--- src/rtl/reaction_counter.sv ---
// Millisecond BCD reaction-time counter driven by the game state machine.
// Counts while the game is in run and captures the count on the run->done edge.
module reaction_counter #(
    parameter int TICKS_PER_MS = 50000
) (
    input  logic        clk,
    input  logic        clear,
    input  logic [1:0]  state,
    output logic [15:0] time_bcd,
    output logic [15:0] result_bcd,
    output logic        result_valid,
    output logic        overflow,
    output logic        running
);

    localparam int PW = (TICKS_PER_MS > 1) ? $clog2(TICKS_PER_MS) : 1;
    localparam logic [1:0] ST_RUN  = 2'b10;
    localparam logic [1:0] ST_DONE = 2'b11;
    localparam logic [PW-1:0] PRESC_LAST = PW'(TICKS_PER_MS - 1);

    logic [1:0]    prev_state_reg;
    logic [PW-1:0] prescaler_reg;
    logic [15:0]   count_reg;
    logic [15:0]   count_next;
    logic [15:0]   result_reg;
    logic          result_valid_reg;
    logic          overflow_reg;
    logic          running_reg;

    logic          in_run;
    logic          run_entry;
    logic          run_exit;
    logic          tick;
    logic          all_nines;
    logic          inc_en;
    logic [4:0]    carry;

    assign in_run    = (state == ST_RUN);
    assign run_entry = in_run && (prev_state_reg != ST_RUN);
    assign run_exit  = !in_run && (prev_state_reg == ST_RUN);
    assign tick      = in_run && !run_entry && (prescaler_reg == PRESC_LAST);
    assign all_nines = (count_reg == 16'h9999);
    assign inc_en    = tick && !all_nines;
    assign carry[0]  = inc_en;

    // Ripple carry across the four digits; each digit wraps 9->0 and feeds the next.
    generate
        for (genvar gi = 0; gi < 4; gi++) begin : g_digit
            logic [3:0] digit;
            assign digit         = count_reg[gi*4 +: 4];
            assign carry[gi+1]   = carry[gi] && (digit == 4'd9);
            assign count_next[gi*4 +: 4] =
                run_entry ? 4'd0 :
                carry[gi] ? ((digit == 4'd9) ? 4'd0 : digit + 4'd1) :
                digit;
        end
    endgenerate

    always_ff @(posedge clk) begin
        if (clear) begin
            prev_state_reg   <= 2'b00;
            prescaler_reg    <= '0;
            count_reg        <= '0;
            result_reg       <= '0;
            result_valid_reg <= 1'b0;
            overflow_reg     <= 1'b0;
            running_reg      <= 1'b0;
        end else begin
            prev_state_reg   <= state;
            running_reg      <= in_run;
            result_valid_reg <= 1'b0;
            count_reg        <= count_next;
            if (in_run) begin
                if (run_entry) begin
                    prescaler_reg <= '0;
                    overflow_reg  <= 1'b0;
                end else begin
                    prescaler_reg <= tick ? '0 : prescaler_reg + PW'(1);
                    if (tick && all_nines)
                        overflow_reg <= 1'b1;
                end
            end else begin
                // Partial millisecond is dropped whenever the game is not in run.
                prescaler_reg <= '0;
                if (run_exit && state == ST_DONE) begin
                    result_reg       <= count_reg;
                    result_valid_reg <= 1'b1;
                end
            end
        end
    end

    assign time_bcd     = count_reg;
    assign result_bcd   = result_reg;
    assign result_valid = result_valid_reg;
    assign overflow     = overflow_reg;
    assign running      = running_reg;

endmodule

--- config.mk ---
export PLATFORM = sky130hd
export DESIGN_NAME = reaction_counter
export DESIGN_NICKNAME = d
export VERILOG_FILES = /design/src/rtl/reaction_counter.sv
export SDC_FILE = /design/constraint.sdc
export NUM_CORES = 1
export LEC_CHECK = 0
export CORE_ASPECT_RATIO = 0.8
export CORE_MARGIN = 2
export CORE_UTILIZATION = 56
export DETAILED_ROUTE_END_ITERATION = 8
export GPL_ROUTABILITY_DRIVEN = 0
export PLACE_DENSITY = 0.86
export REMOVE_ABC_BUFFERS = 1
export SYNTH_ARGS = -nofsm -noshare
export SYNTH_HDL_FRONTEND = slang
export SYNTH_SLANG_ARGS = --single-unit
--- constraint.sdc ---
create_clock -name clk -period 7.2 [get_ports clk]
set_clock_uncertainty 0.15 [all_clocks]
set_input_delay 1.44 -clock clk [delete_from_list [all_inputs] [get_ports clk]]
set_output_delay 1.44 -clock clk [all_outputs]
set_load 0.02 [all_outputs]
==> reports/results.txt, run 1 <==
Final Hold Viols: 0
Max-Slew Margin vs Limit: 38.8%
Antenna cell count: 0
Count of different cell masters after synthesis: 38
Internal: 0.385 mW
Gr ovfl total: 0
Mux cell area share after synthesis: 0%
Netlist Area Pre-Place: 2300 um2
Synth Area in Simple Gates: 33.8%
Crit start category: primary input
Clock Pin Slew Worst Setup and Hold Paths: 0.09 ns
Worst hold slack: 0.305 ns
Sw frac: 21.0%
Async SR Flop Fraction: 0%
Worst setup path start: state[0]
Die Wd: 75.7 um
Fin. max-slew vios: 0
Critical path class: in2reg
Worst-skew pair later-pin latency: 0.30 ns
Switch Pwr: 0.102 mW
CTS buffer count: 5
Area of the core: 3880 um2
Critical path buffers and inverters: 1
Hold Startpoint: result_bcd[13]
CTS tree: built
CTS max path bufs: 2
Reg area: 1060 um2
CP Cell Sequence: clkdlybuf4s50_1, nand4b_1, or4_4, nor3_1, or3_1, nor2_1
Main flop type after synthesis: dfxtp_1
Inst Count DP: 362
Max Fclk: 0.278 GHz
Comb power frac: 2.6%
PortBufs: 38
CP required: 7.23 ns
Grt met1 use: 33.9%
Synthesized instance count: 281
Top area cells in the synthesized netlist: dfxtp_1 (46%), nand2_1 (8.5%), a21oi_1 (5.9%)
Post_cts resized: 0
CTS HTree Levels: 2
Pwr/cell area: 174 nW/um2
Die height: 61.4 um
Clk pwr share: 37.0%
MaxCap Viol Count: 0
Clock Sinks: 53
Initial DRT Pass Iterations: 4
DR vias: 2051
Adder-cell area share of the yosys netlist: 0.543%
Fillcell total: 335
Min-Delay Path Class: reg2reg
Tightest Pin Transition: 0.906 ns
Iter 0 DRT Violations: 100
Initial antenna violation count: 0
Placed cell areas: 2700 um2
GR Layer Usage met2: 36.8%
Status: finished, final reports clean
Residual DRC: 0
Fin crit period: 3.60 ns
Setup Viol. Count Final: 0
Synth top area share: 46.1%
FP Rows: 20
Setup TNS: 0 ns
Via density per instance: 5.54
Sequential power share: 60.4%
Leak pwr: 0.910 nW
Gr busiest metal: met2
Dominant cell type by area after synthesis: dfxtp_1
Yosys warns: 0
Non-Filler Instances: 370
Combinational family with the most area after synthesis: simple AND/OR/NAND/NOR gates
Dpl hpwl: 3.48 mm
RSZ-0062 raised after global routing: no
Ratio of cells with drive above 1 in the final layout: 3.81%
Antenna-violating nets left: 0
Syn Area/Cell: 8.19 um2
Worst vdd ir: 128 uV
First-pass GRT wire length: 8.36 mm
Largest net degree at the start of global routing: 26
CP max-delay cell: or3_1
Die ar.: 4640 um2
Multi-input logic area: 1170 um2
Register bit total from synthesis: 53
Crit Path Max Fanout: 15
I/O Pins: 39
Area delta synth->final: 21.7%
FF-to-FF setup slack: 4.44 ns
Reg2reg start: prescaler_reg[12]
Final worst path period share: 50.0%
CP delay by family, top: simple AND/OR/NAND/NOR gates
Worst path arrival time: 3.63 ns
Finished layout cell area: 2800 um2
Number of global-route vias before repair: 1857
Starting Density: 59.4%
Crit path largest cell delay: 0.49 ns
Nets: 319
Post-cts hold buffer count: 0
Clock root cell: clkbuf_8
Post-CTS Setup Inserts: 0
Critical Path End Type: register
M3 GR Usage: 6.06%
Post-Route WL: 5.08 mm
Number of flops mapped to enable cells by yosys: 0
GRT Util Overall: 23.9%
Seq/Total Area, Yosys: 46.1%
XOR/XNOR Fraction of Synth Area: 6.47%
Avg WL per Cell: 13.7 um
Compound-gate portion of the synthesized area: 10.1%
## power by group through the flow
stage / registers [mW] / logic, mW / clock network, mW
final: 0.294 / 0.0127 / 0.180
after global routing: 0.295 / 0.0141 / 0.193
after CTS: 0.294 / 0.0127 / 0.184
after detailed placement: 0.301 / 0.0126 / 0
after global placement: 0.301 / 0.0125 / 0
after floorplan: 0.301 / 0.00532 / 0
## per-stage QoR
stage | util [%] | power [mW] | worst slack [ns]
floorplan | - | 0.307 | 4.12
global placement | 69.6 | 0.314 | 3.40
detailed placement | 69.6 | 0.314 | 3.32
CTS | 72.2 | 0.491 | 3.63
global route | 72.2 | 0.502 | 3.37
finish | 72.2 | 0.487 | 3.60
## synthesized netlist by cell type (3+ instances only)
cell	number
dfxtp_1	53
nand2_1	52
nor2_1	28
a21oi_1	27
nand4_1	12
xor2_1	11
clkbuf_1	10
nand3_1	10
nor2b_1	10
and3_1	7
nor3_1	7
o21ai_0	7
xnor2_1	6
nor4bb_1	4
or3_1	4
and4_1	3
inv_1	3
nand3b_1	3
## worst reg2reg max path, delay by kind of cell, from the launching register on
kind	cells	cell delay [ns]
flip-flops	1	0.35
AND/OR/NAND/NOR	5	2.13
## cell families (layout without fill, tap and decap cells)
| family | count (synthesis) | in the layout |
|---|---|---|
| xor+xnor | 17 | 17 |
| simple gates | 152 | 152 |
| compound gates | 42 | 42 |
| buf+inv | 16 | 50 |
| fa+ha+maj | 1 | 1 |
| flops | 53 | 53 |
## routing by layer
layer,vias to the layer above,wire length (um)
met2,49,2230
li1,1040,-
met3,7,275
met5,-,0
met4,0,46
met1,955,2520
## worst paths after layout
path | endpoint | cells past startpoint
max reg2reg | prescaler_reg[14] | 5
min reg2reg | result_bcd[13] | 2
min | result_bcd[13] | 2
max | prescaler_reg[14] | 6
## placed cells by master, fill, tap and decap left out, types with 6 or more instances in the layout
cell type,instances
nor2_1,28
nor3_1,7
clkdlybuf4s50_1,38
a21oi_1,27
and3_1,7
dfxtp_1,53
o21ai_0,7
clkbuf_8,7
nor2b_1,10
xnor2_1,6
nand2_1,52
nand4_1,12
nand3_1,10
xor2_1,11
## final cells by class
type | count | area share (%)
clock buffers | 7 | 3.44
clock inverters | 1 | 0.179
inverters | 3 | 0.402
multi-input cells | 212 | 41.8
flip-flops and latches | 53 | 37.9
well taps | 55 | 2.46
repair buffers | 39 | 13.8
Power figures use the tool's default switching activity.
==> run 2: changes to the inputs <==
--- a/config.mk
+++ b/config.mk
@@ -7,10 +7,10 @@
 export LEC_CHECK = 0
 export CORE_ASPECT_RATIO = 0.8
 export CORE_MARGIN = 2
-export CORE_UTILIZATION = 56
+export CORE_UTILIZATION = 52
 export DETAILED_ROUTE_END_ITERATION = 8
 export GPL_ROUTABILITY_DRIVEN = 0
-export PLACE_DENSITY = 0.86
+export PLACE_DENSITY = 0.8
 export REMOVE_ABC_BUFFERS = 1
 export SYNTH_ARGS = -nofsm -noshare
 export SYNTH_HDL_FRONTEND = slang
==> constraint.sdc (replaced) <==
create_clock -name clk -period 3.6 [get_ports clk]
set_clock_uncertainty 0.15 [all_clocks]
set_input_delay 0.72 -clock clk [delete_from_list [all_inputs] [get_ports clk]]
set_output_delay 0.72 -clock clk [all_outputs]
set_load 0.02 [all_outputs]
==> run 2 against run 1 <==
Sequential power grew 100%. Global-route usage fell by 2.3 points. First-iteration DRC count shrank 7.0%. Sequential cell count did not move. Power up 100%.
==> reports/results.txt, run 2 (same netlist as run 1, synthesis figures left out) <==
Most frequent cells in the layout: dfxtp_1 (53), nand2_1 (52), clkdlybuf4s50_1 (38), nor2_1 (28), a21oi_1 (27)
First-pass GRT wire length: 8.61 mm (+3.0%)
Reg2reg start: prescaler_reg[12]
Die height: 63.5 um (+3.5%)
Crit Path Max Fanout: 15 (unchanged)
Ratio of cells with drive above 1 in the final layout: 4.72% (+0.91 points)
Antenna-violating nets left: 0 (unchanged)
Setup Viol. Count Final: 0 (unchanged)
Largest net degree at the start of global routing: 18 (-31%)
Most common cell after layout, fill and taps aside: dfxtp_1
Dpl hpwl: 3.60 mm (+3.3%)
Clk pwr share: 37.1% (about the same)
Number of global-route vias before repair: 1831 (-1.4%)
MaxCap Viol Count: 0 (unchanged)
Die ar.: 4980 um2 (+7.2%)
Min-Delay Path Class: reg2reg
Post-cts hold buffer count: 0 (unchanged)
Power Total: 0.979 mW (+100%)
Final Hold Viols: 0 (unchanged)
Fin crit period: 2.72 ns
Worst-skew pair later-pin latency: 0.30 ns (about the same)
Area delta synth->final: 22.8%
Crit path largest cell delay: 0.49 ns (about the same)
CTS max path bufs: 2 (unchanged)
Clock Pin Slew Worst Setup and Hold Paths: 0.09 ns (about the same)
Internal: 0.771 mW (+100%)
Final worst path period share: 75.6%
Critical path class: in2reg
Sequential power share: 60.1% (-0.3 points)
FF-to-FF setup slack: 1.00 ns (-3.44 ns)
Gr ovfl total: 0 (unchanged)
Iter 0 DRT Violations: 93 (-7.0%)
CTS buffer count: 5 (unchanged)
I/O Pins: 39 (unchanged)
PortBufs: 38 (unchanged)
Setup TNS: 0 ns (unchanged)
Final core utilization: 66.8% (-5.4 points)
Via density per instance: 5.49 (-0.90%)
CP endpoint: prescaler_reg[3]
Crit start category: primary input
CP required: 3.63 ns (-3.60 ns)
CTS tree: built
GRT Util Overall: 21.7% (-2.3 points)
Pwr/cell area: 346 nW/um2 (+99%)
Critical Path End Type: register
Nets: 322 (+0.94%)
Switch Pwr: 0.208 mW (+100%)
Die Wd: 78.4 um (+3.6%)
Worst path arrival time: 2.75 ns (-0.88 ns)
FP Rows: 21 (+5.0%)
Fin. max-slew vios: 0 (unchanged)
Worst hold slack: 0.294 ns (-0.0108 ns)
Sw frac: 21.2% (+0.24 points)
Leak pwr: 0.925 nW (+1.7%)
CP Cell Sequence: clkdlybuf4s50_1, nand4b_1, or4_4, nor3_1, buf_4, or3_1, nor2_1
CP max-delay cell: clkdlybuf4s50_1
Clock Sinks: 53 (unchanged)
Post_cts resized: 0 (unchanged)
Reg2reg path depth: 6 (+1)
Avg WL per Cell: 13.4 um (-2.3%)
Clock root cell: clkbuf_8
Worst reg2reg path endpoint: prescaler_reg[3]
Tightest Pin Transition: 0.973 ns (+0.0669 ns)
Setup WS pre-CTS: 0.594 ns (-2.73 ns)
Worst vdd ir: 230 uV (+80%)
Initial antenna violation count: 0 (unchanged)
Residual DRC: 0 (unchanged)
CTS HTree Levels: 2 (unchanged)
Post-Route WL: 5.03 mm (-1.0%)
Fillcell total: 369 (+10%)
Initial DRT Pass Iterations: 5 (+1)
Comb power frac: 2.7% (about the same)
DR vias: 2060 (+0.44%)
Status: finished, final reports clean
Worst setup path start: state[0]
Max Fclk: 0.368 GHz
Post-CTS Setup Inserts: 0 (unchanged)
Starting Density: 54.4% (-4.9 points)
RSZ-0062 raised after global routing: no
Max-Slew Margin vs Limit: 34.3% (-4.5 points)
Final WS setup: 0.880 ns (-2.72 ns)
Antenna cell count: 0 (unchanged)
Area of the core: 4230 um2 (+9.1%)
-- run 2: metal layers --
layer  vias up  wire length (um)  GRT usage [%]
met2        48              2150           32.4
met1       961              2600           31.4
met5         -                 0              0
met3         7               220           5.16
met4         0                52           5.70
li1       1044                 -              -
-- run 2: worst min-delay path by stage --
stage	from	slack, ns	end	cells after the start
6_report	prescaler_reg[0]	0.29	prescaler_reg[0]	1
5_1_grt	prescaler_reg[0]	0.32	prescaler_reg[0]	1
4_1_cts	prescaler_reg[0]	0.30	prescaler_reg[0]	1
3_5_place_dp	prescaler_reg[0]	0.28	prescaler_reg[0]	1
3_3_place_gp	prescaler_reg[0]	0.27	prescaler_reg[0]	1
2_1_floorplan	prescaler_reg[0]	0.26	prescaler_reg[0]	1
-- run 2: through the flow --
stage | cell area (um2) | std cells
finish | 2830 | 375
global route | 2830 | 375
CTS | 2830 | 375
detailed placement | 2730 | 367
global placement | 2730 | 367
floorplan | 2240 | 268
-- run 2: worst max-delay path: cells and delay by family --
family | cells | cell delay [ns]
AND/OR/NAND/NOR | 5 | 1.38
buffers and inverters | 2 | 0.65
-- run 2: final cells by class --
cell class	instances	area, um2	share of cell area, %
multi-input cells	212	1170	41.4
flip-flops and latches	53	1060	37.5
repair buffers	42	410	14.5
clock buffers	7	96.3	3.41
well taps	57	71.3	2.52
inverters	3	11.3	0.398
clock inverters	1	5.00	0.177
-- run 2: power groups by stage --
stage	registers (mW)	logic (mW)	clock network, mW
3_5_place_dp	0.602	0.0269	0
3_3_place_gp	0.602	0.0264	0
2_1_floorplan	0.603	0.0106	0
4_1_cts	0.589	0.0268	0.369
6_report	0.589	0.0268	0.364
5_1_grt	0.589	0.0296	0.390
